[config.mk]
export PLATFORM = sky130hd
export DESIGN_NAME = int_prio_ctrl
export DESIGN_NICKNAME = d
export VERILOG_FILES = /design/src/rtl/int_prio_ctrl.sv
export SDC_FILE = /design/constraint.sdc
export NUM_CORES = 1
export LEC_CHECK = 0
export BUFFER_PORTS_ARGS = -buffer_cell sky130_fd_sc_hd__buf_2
export CAP_MARGIN = 10
export CORE_MARGIN = 2
export CORE_UTILIZATION = 51
export DETAILED_ROUTE_END_ITERATION = 6
export GPL_ROUTABILITY_DRIVEN = 0
export PLACE_DENSITY = 0.85
export SYNTH_ARGS = -nofsm -noshare
export SYNTH_HDL_FRONTEND = slang
export SYNTH_SLANG_ARGS = --single-unit
[constraint.sdc]
create_clock -name clk -period 3.2 [get_ports clk]
set_input_delay 0.16 -clock clk [delete_from_list [all_inputs] [get_ports clk]]
set_output_delay 0.16 -clock clk [all_outputs]
set_load 0.05 [all_outputs]
[src/rtl/int_prio_ctrl.sv]
`default_nettype none
// ============================================================================
// Module      : int_prio_ctrl
// Description : Fixed-priority nested interrupt controller with edge/level
//               capture, maskable lines, non-maskable overflow on line 0.
// Revision    : 1.0 - initial release
// ============================================================================
module int_prio_ctrl #(
    parameter int N_IRQ     = 8,
    parameter int EDGE_MODE = 1,
    parameter int ID_W      = $clog2(N_IRQ)
) (
    input  logic             clk,
    input  logic             reset,
    input  logic [N_IRQ-1:0] irq,
    input  logic             ovf,
    input  logic             mask_we,
    input  logic [N_IRQ-1:0] mask_din,
    input  logic             ack,
    input  logic             reti,
    output logic             req,
    output logic [N_IRQ-1:0] vec,
    output logic [ID_W-1:0]  vec_id,
    output logic [N_IRQ-1:0] in_service,
    output logic             err
);

    logic [N_IRQ-1:0] r_pending;
    logic [N_IRQ-1:0] r_mask;
    logic [N_IRQ-1:0] r_in_service;
    logic [N_IRQ-1:0] r_irq_hist;
    logic             r_hist_valid;
    logic             r_ovf_pend;
    logic             r_err;
    logic             r_req;
    logic [N_IRQ-1:0] r_vec;
    logic [ID_W-1:0]  r_vec_id;

    logic             w_ack_ok;
    logic             w_reti_ok;
    logic [N_IRQ-1:0] w_cap;
    logic [N_IRQ-1:0] w_pend_nxt;
    logic             w_ovf_pend_nxt;
    logic [N_IRQ-1:0] w_isr_after_reti;
    logic [N_IRQ-1:0] w_isr_nxt;
    logic [N_IRQ-1:0] w_elig;
    logic [N_IRQ-1:0] w_sel_oh;
    logic [N_IRQ-1:0] w_isr_low;
    logic [ID_W-1:0]  w_sel_id;
    logic             w_req;
    logic             w_present;

    always_comb begin
        w_ack_ok  = ack & r_req;
        w_reti_ok = reti & (|r_in_service);

        // History is not trusted until it has been loaded once after reset,
        // so a line held high through reset release is not seen as an edge.
        if (EDGE_MODE != 0)
            w_cap = irq & ~r_irq_hist & {N_IRQ{r_hist_valid}};
        else
            w_cap = irq;

        // Capture is ORed after the ack clear so a same-cycle set wins.
        w_pend_nxt     = (r_pending & ~(w_ack_ok ? r_vec : '0)) | w_cap
                         | {{(N_IRQ-1){1'b0}}, ovf};
        w_ovf_pend_nxt = ovf | (r_ovf_pend & ~(w_ack_ok & r_vec[0]));

        w_isr_after_reti = w_reti_ok ? (r_in_service & (r_in_service - 1'b1))
                                     : r_in_service;
        w_isr_nxt        = w_isr_after_reti | (w_ack_ok ? r_vec : '0);

        w_elig    = r_pending & (r_mask | {{(N_IRQ-1){1'b0}}, r_ovf_pend});
        w_sel_oh  = w_elig & (~w_elig + 1'b1);
        w_isr_low = r_in_service & (~r_in_service + 1'b1);

        w_sel_id = '0;
        for (int i = 0; i < N_IRQ; i++) begin
            if (w_sel_oh[i]) w_sel_id = ID_W'(i);
        end

        // Both operands are one-hot, so numeric compare equals index compare.
        w_req     = (|w_elig) && ((r_in_service == '0) || (w_sel_oh < w_isr_low));
        w_present = w_req & ~w_ack_ok;
    end

    always_ff @(posedge clk) begin
        if (reset) begin
            r_pending    <= '0;
            r_mask       <= '1;
            r_in_service <= '0;
            r_irq_hist   <= '0;
            r_hist_valid <= 1'b0;
            r_ovf_pend   <= 1'b0;
            r_err        <= 1'b0;
            r_req        <= 1'b0;
            r_vec        <= '0;
            r_vec_id     <= '0;
        end else begin
            r_pending    <= w_pend_nxt;
            r_ovf_pend   <= w_ovf_pend_nxt;
            r_in_service <= w_isr_nxt;
            r_irq_hist   <= irq;
            r_hist_valid <= 1'b1;
            r_err        <= r_err | (ack & ~r_req) | (reti & ~(|r_in_service));
            if (mask_we) r_mask <= mask_din;
            r_req        <= w_present;
            r_vec        <= w_present ? w_sel_oh : '0;
            r_vec_id     <= w_present ? w_sel_id : '0;
        end
    end

    assign req        = r_req;
    assign vec        = r_vec;
    assign vec_id     = r_vec_id;
    assign in_service = r_in_service;
    assign err        = r_err;

endmodule
`default_nettype wire

-- Word-level counts from Yosys, hierarchy flattened
Cells that the tools add are included.
- flip-flop bits (word level): 47
- word-level logic and storage cells: 60
- bitwise operators: 30
- mux-type cells: 10
- reductions and logical operators: 6
- $lt $le $gt $ge: 1
- add/sub/neg operators: 3
- operators by type and width (cell ; count):
    $and A8 B8 Y8 ; 7
    $not A8 Y8 ; 4
    $mux W3 ; 6
    $add A8 B1 Y8 const B ; 2
    $mux W8 ; 2
    $or A8 B1 Y8 ; 2
    $or A8 B8 Y8 ; 2
    $reduce_or A8 Y1 ; 2
    $logic_not A8 Y1 ; 1
    $lt A8 B8 Y1 ; 1
    $sub A8 B1 Y8 const B ; 1
    $and A1 B1 Y1 ; 7
    $not A1 Y1 ; 5
    $or A1 B1 Y1 ; 3
    $mux W1 ; 2
    $reduce_or A2 Y1 ; 1
    $logic_and A1 B1 Y1 ; 1
    $logic_or A1 B1 Y1 ; 1

-- Depth between registers and ports, before layout
- depth after elaboration: 12
- depth in mapped cells: 10
- depth with buffers taken out: 10

-- Least setup slack after synthesis
No wires, ideal clock.
- path kind: reg2reg
- from: register r_in_service[0], in the netlist in_service[0]
- to: register r_vec[1], in the netlist vec[1]
- path slack: 854 ps
- stages on the path, launching flop included: 9
- data required time: 3069 ps
- period minus slack after synthesis: 2346 ps
- data arrival time: 2215 ps
- library setup time: 131 ps
- buffers on the path: 0
- cell sequence: dfxtp_1 or3_4 nor2_1 nand2_1 ha_1 inv_1 a221o_1 nor3_4 nor3_1
- word-level cells in the longest chain between the ends: 9
- elaborated cells between the ends (all ways): 10
- those cells by class: add/sub: 1; order compare: 1; bitwise: 4; reduce/logical: 4
- ends and longest elaborated chain (what ; line ; text):
    start, declared ; 30 ; logic [N_IRQ-1:0] r_in_service;
    start signal, assigned ; 102 ; r_in_service <= w_isr_nxt;
    $not A8 Y8 ; 75 ; w_isr_low = r_in_service & (~r_in_service + 1'b1);
    $add A8 B1 Y8 ; 75 ;
    $and A8 B8 Y8 ; 75 ;
    $lt A8 B8 Y1 ; 83 ; w_req = (|w_elig) && ((r_in_service == '0) || (w_sel_oh < w_isr_low));
    $logic_or A1 B1 Y1 (*) ; 83 ;
    $logic_and A1 B1 Y1 (*) ; 83 ;
    $and A1 B1 Y1 (*) ; 84 ; w_present = w_req & ~w_ack_ok;
    $not A1 Y1 (no line) (*) ; -- ;
    $reduce_or A2 Y1 (no line) (*) ; -- ;
    end signal, assigned ; 108 ; r_vec <= w_present ? w_sel_oh : '0;
    end, declared ; 36 ; logic [N_IRQ-1:0] r_vec;
Mark *: on every way between the ends. The rest lies on a longest branch, timed or not.
A chain may end at the register's enable or synchronous reset.

-- Final worst setup path
- from: register r_in_service[0], in the netlist in_service[0]
- to: register r_vec[4], in the netlist vec[4]
Same word-level chain as after synthesis.

==> results.sh <==
export IMPL_status="finished, final reports clean"
export IMPL_cp_num_cells=6
export IMPL_io_buffers=42
export IMPL_cts_sinks=47
export IMPL_synth_nets=253
export IMPL_rr_worst_depth=6
export IMPL_core_area_um2=3690
export IMPL_yosys_area_top_type_share_pct=47.8
export IMPL_yosysUniqueCellTypes=39
export IMPL_fp_dieArea_um2=4370
export IMPL_synth_edf_count=0
export IMPL_cts_htree_levels=2
export IMPL_totalWireLength_um=4210
export IMPL_first_iter_violations=171
export IMPL_crit_chain="or3_4, nor3_4, nand3_1, ha_1, a21oi_1, nor4b_1"
export IMPL_fp_dieW_um=66.1
export IMPL_slowest_stage="a21oi_1"
export IMPL_fmax_mhz=404
export IMPL_crit_fanout=12
export IMPL_power_mw=1.27
export IMPL_async_reset_ff_share_pct=0
export IMPL_clk_pin_slew_ps=80
export IMPL_critPathRequiredTime_ps=3370
export IMPL_swShare_pct=26.5
export IMPL_ctsHoldBuffers=0
export IMPL_ant_nets=0
export IMPL_num_rows=22
export IMPL_hp_class="in2reg"
export IMPL_synthCells=226
export IMPL_p_int_mw=0.930
export IMPL_diodes=0
export IMPL_drc=0
export IMPL_dpl_instance_area_um2=2210
export IMPL_maxCapViolCount=0
export IMPL_track_usage_pct=21.1
export IMPL_rsz0062_at_grt="no"
export IMPL_worstHoldStart="mask_din[4]"
export IMPL_tightest_slew_ps=784
export IMPL_ctsResizeCount=0
export IMPL_finalSetupViolCount=0
export IMPL_report_final_slew_viol_count=0
export IMPL_fin_cells=317
export IMPL_p_switching_mw=0.335
export IMPL_slowest_delay_ps=610
export IMPL_crit_path_end_kind="register"
export IMPL_grt_pass1_wl_um=7080
export IMPL_fin_nets=295
export IMPL_grt_max_degree=29
export IMPL_crit_end="vec[4]"
export IMPL_fin_area_um2=2330
export IMPL_critPathLaunch="in_service[0]"
export IMPL_via_per_inst=5.49
export IMPL_drive_gt1_share_pct=21.9
export IMPL_relSlewSlack_pct=47.7
export IMPL_combPwrFrac_pct=14.8
export IMPL_setup_tns_ps=0
export IMPL_cp_top_family="simple AND/OR/NAND/NOR gates"
export IMPL_post_cts_buffers=0
export IMPL_grt_use_met3_pct=4.09
export IMPL_powerDensity_nw_per_um2=544
export IMPL_skew_ps=4.88
export IMPL_cts_buffers=5
export IMPL_placed_cells=309
export IMPL_synth_area_leaders="dfxtp_1, nand2_1, a21oi_1, mux2i_1, inv_1"
export IMPL_avgRoutedWirePerCell_um=13.3
export IMPL_area_delta_synth_final_pct=18.3
export IMPL_ys_seq_elements=47
export IMPL_p_leak_nw=1.03
export IMPL_fin_ws_ps=726
export IMPL_busiest_layer="met2"
export IMPL_cts_root_buf="clkbuf_8"
export IMPL_seq_power_share_pct=49.8
export IMPL_r2r_setup_slack_ps=730
export IMPL_cp_num_buf_inv=0
export IMPL_clkPwrFrac_pct=35.4
export IMPL_grt_overflow=0
export IMPL_nFillCells=357
export IMPL_first_global_vias=1590
export IMPL_fin_crit_ps=2470
export IMPL_post_route_util_pct=63.1
export IMPL_drt_pass1_iter_count=4
export IMPL_synth_ff_type="dfxtp_1"
export IMPL_grt_met2_usage_pct=33.5
export IMPL_critPathLaunchType="register"
export IMPL_r2r_end="vec[4]"
export IMPL_yosysSeqAreaShare_pct=47.8
export IMPL_syn_area_um2=1970
export IMPL_yosys_warnings=0
export IMPL_cts_tree="built"
export IMPL_syn_area_per_cell_um2=8.70
export IMPL_arrival_ps=2650
export IMPL_pre_cts_ws_ps=827
export IMPL_initial_core_util_pct=53.3
export IMPL_die_h_um=66.1
export IMPL_finalHoldViolCount=0
export IMPL_fin_crit_sh_pct=77.3
export IMPL_whs_ps=70.2
export IMPL_ios=43
export IMPL_antenna_found_initial=0
export IMPL_cts_buffer_depth=2
export IMPL_clock_latency_ps=300
export IMPL_hpwl_um=3140
export IMPL_crit_type="reg2reg"
export IMPL_use_met1_pct=29.0
export IMPL_vias=1740
export IMPL_max_vdd_ir_drop_mv=0.358
export IMPL_synth_top_area_cell="dfxtp_1"
export IMPL_r2r_start="in_service[0]"
## synthesized netlist by cell type, types with 4 or more instances
master    number
dfxtp_1       47
nand2_1       41
a21oi_1       18
inv_1         17
nor2_1        14
mux2i_1        8
nor2b_1        8
nor3_1         8
o21ai_0        7
a32oi_1        6
clkbuf_1       5
ha_1           5
nand3_1        5
nand4_1        4
## cells by family after synthesis
group / share of synthesized area (%)
flops: 47.8
fa+ha+maj: 3.18
mux: 4.07
simple gates: 23.5
buf+inv: 4.83
compound gates: 16.5
## power groups by stage
stage          clock [mW]  combinational [mW]  sequential [mW]
4_1_cts             0.449               0.186            0.631
6_report            0.448               0.187            0.631
5_1_grt             0.478               0.206            0.634
2_1_floorplan           0               0.113            0.669
3_5_place_dp            0               0.185            0.644
3_3_place_gp            0               0.181            0.643
## placed cells by master, fill, tap and decap left out, types with 4 or more instances in the layout
cell type  synthesis  routed
nand3_1            5       5
nor2b_1            8       8
dfxtp_1           47      47
clkbuf_8           0       6
a21oi_1           18      18
o21ai_0            7       7
buf_2              1      42
nand4_1            4       4
nand2_1           41      41
mux2i_1            8       8
a32oi_1            6       6
inv_1             17      17
nor3_1             8       8
nor2_1            14      14
ha_1               5       5
## routing by layer
layer / routed length, µm / part of all wire [%]
met2: 1850 / 44
met4: 55 / 1.3
met1: 2070 / 49
met3: 233 / 5.5
met5: 0 / 0
## flip-flops by register name, indices dropped and copies added (netlist names)
name          cells
r_hist_valid      1
r_ovf_pend        1
err               1
r_irq_hist        8
vec               8
r_pending         8
req               1
in_service        8
vec_id            3
r_mask            8
## how the worst min path moves through the flow
stage / cells past startpoint / endpoint / slack (ps)
4_1_cts: 3 / r_mask[4] / 70
6_report: 3 / r_mask[4] / 70
2_1_floorplan: 2 / r_ovf_pend / 280
3_5_place_dp: 3 / r_mask[4] / 380
5_1_grt: 3 / r_mask[7] / 80
3_3_place_gp: 3 / r_mask[1] / 370
## worst reg2reg max path, stage by stage (launching register included)
cell and delay [ps]:
dfxtp_1 360, or3_4 410, nor3_4 220, nand3_1 130, ha_1 200, a21oi_1 610, nor4b_1 410
## area by class of cell
class	count	area (µm²)	share of cell area [%]
Clock inverter	2	35.0	1.51
Clock buffer	6	82.6	3.55
Sequential cell	47	941	40.4
Timing Repair Buffer	42	210	9.03
Tap cell	48	60.1	2.58
Multi-Input combinational cell	154	931	40.0
Inverter	18	67.6	2.90
No activity file was read; power rests on OpenSTA's default activity.
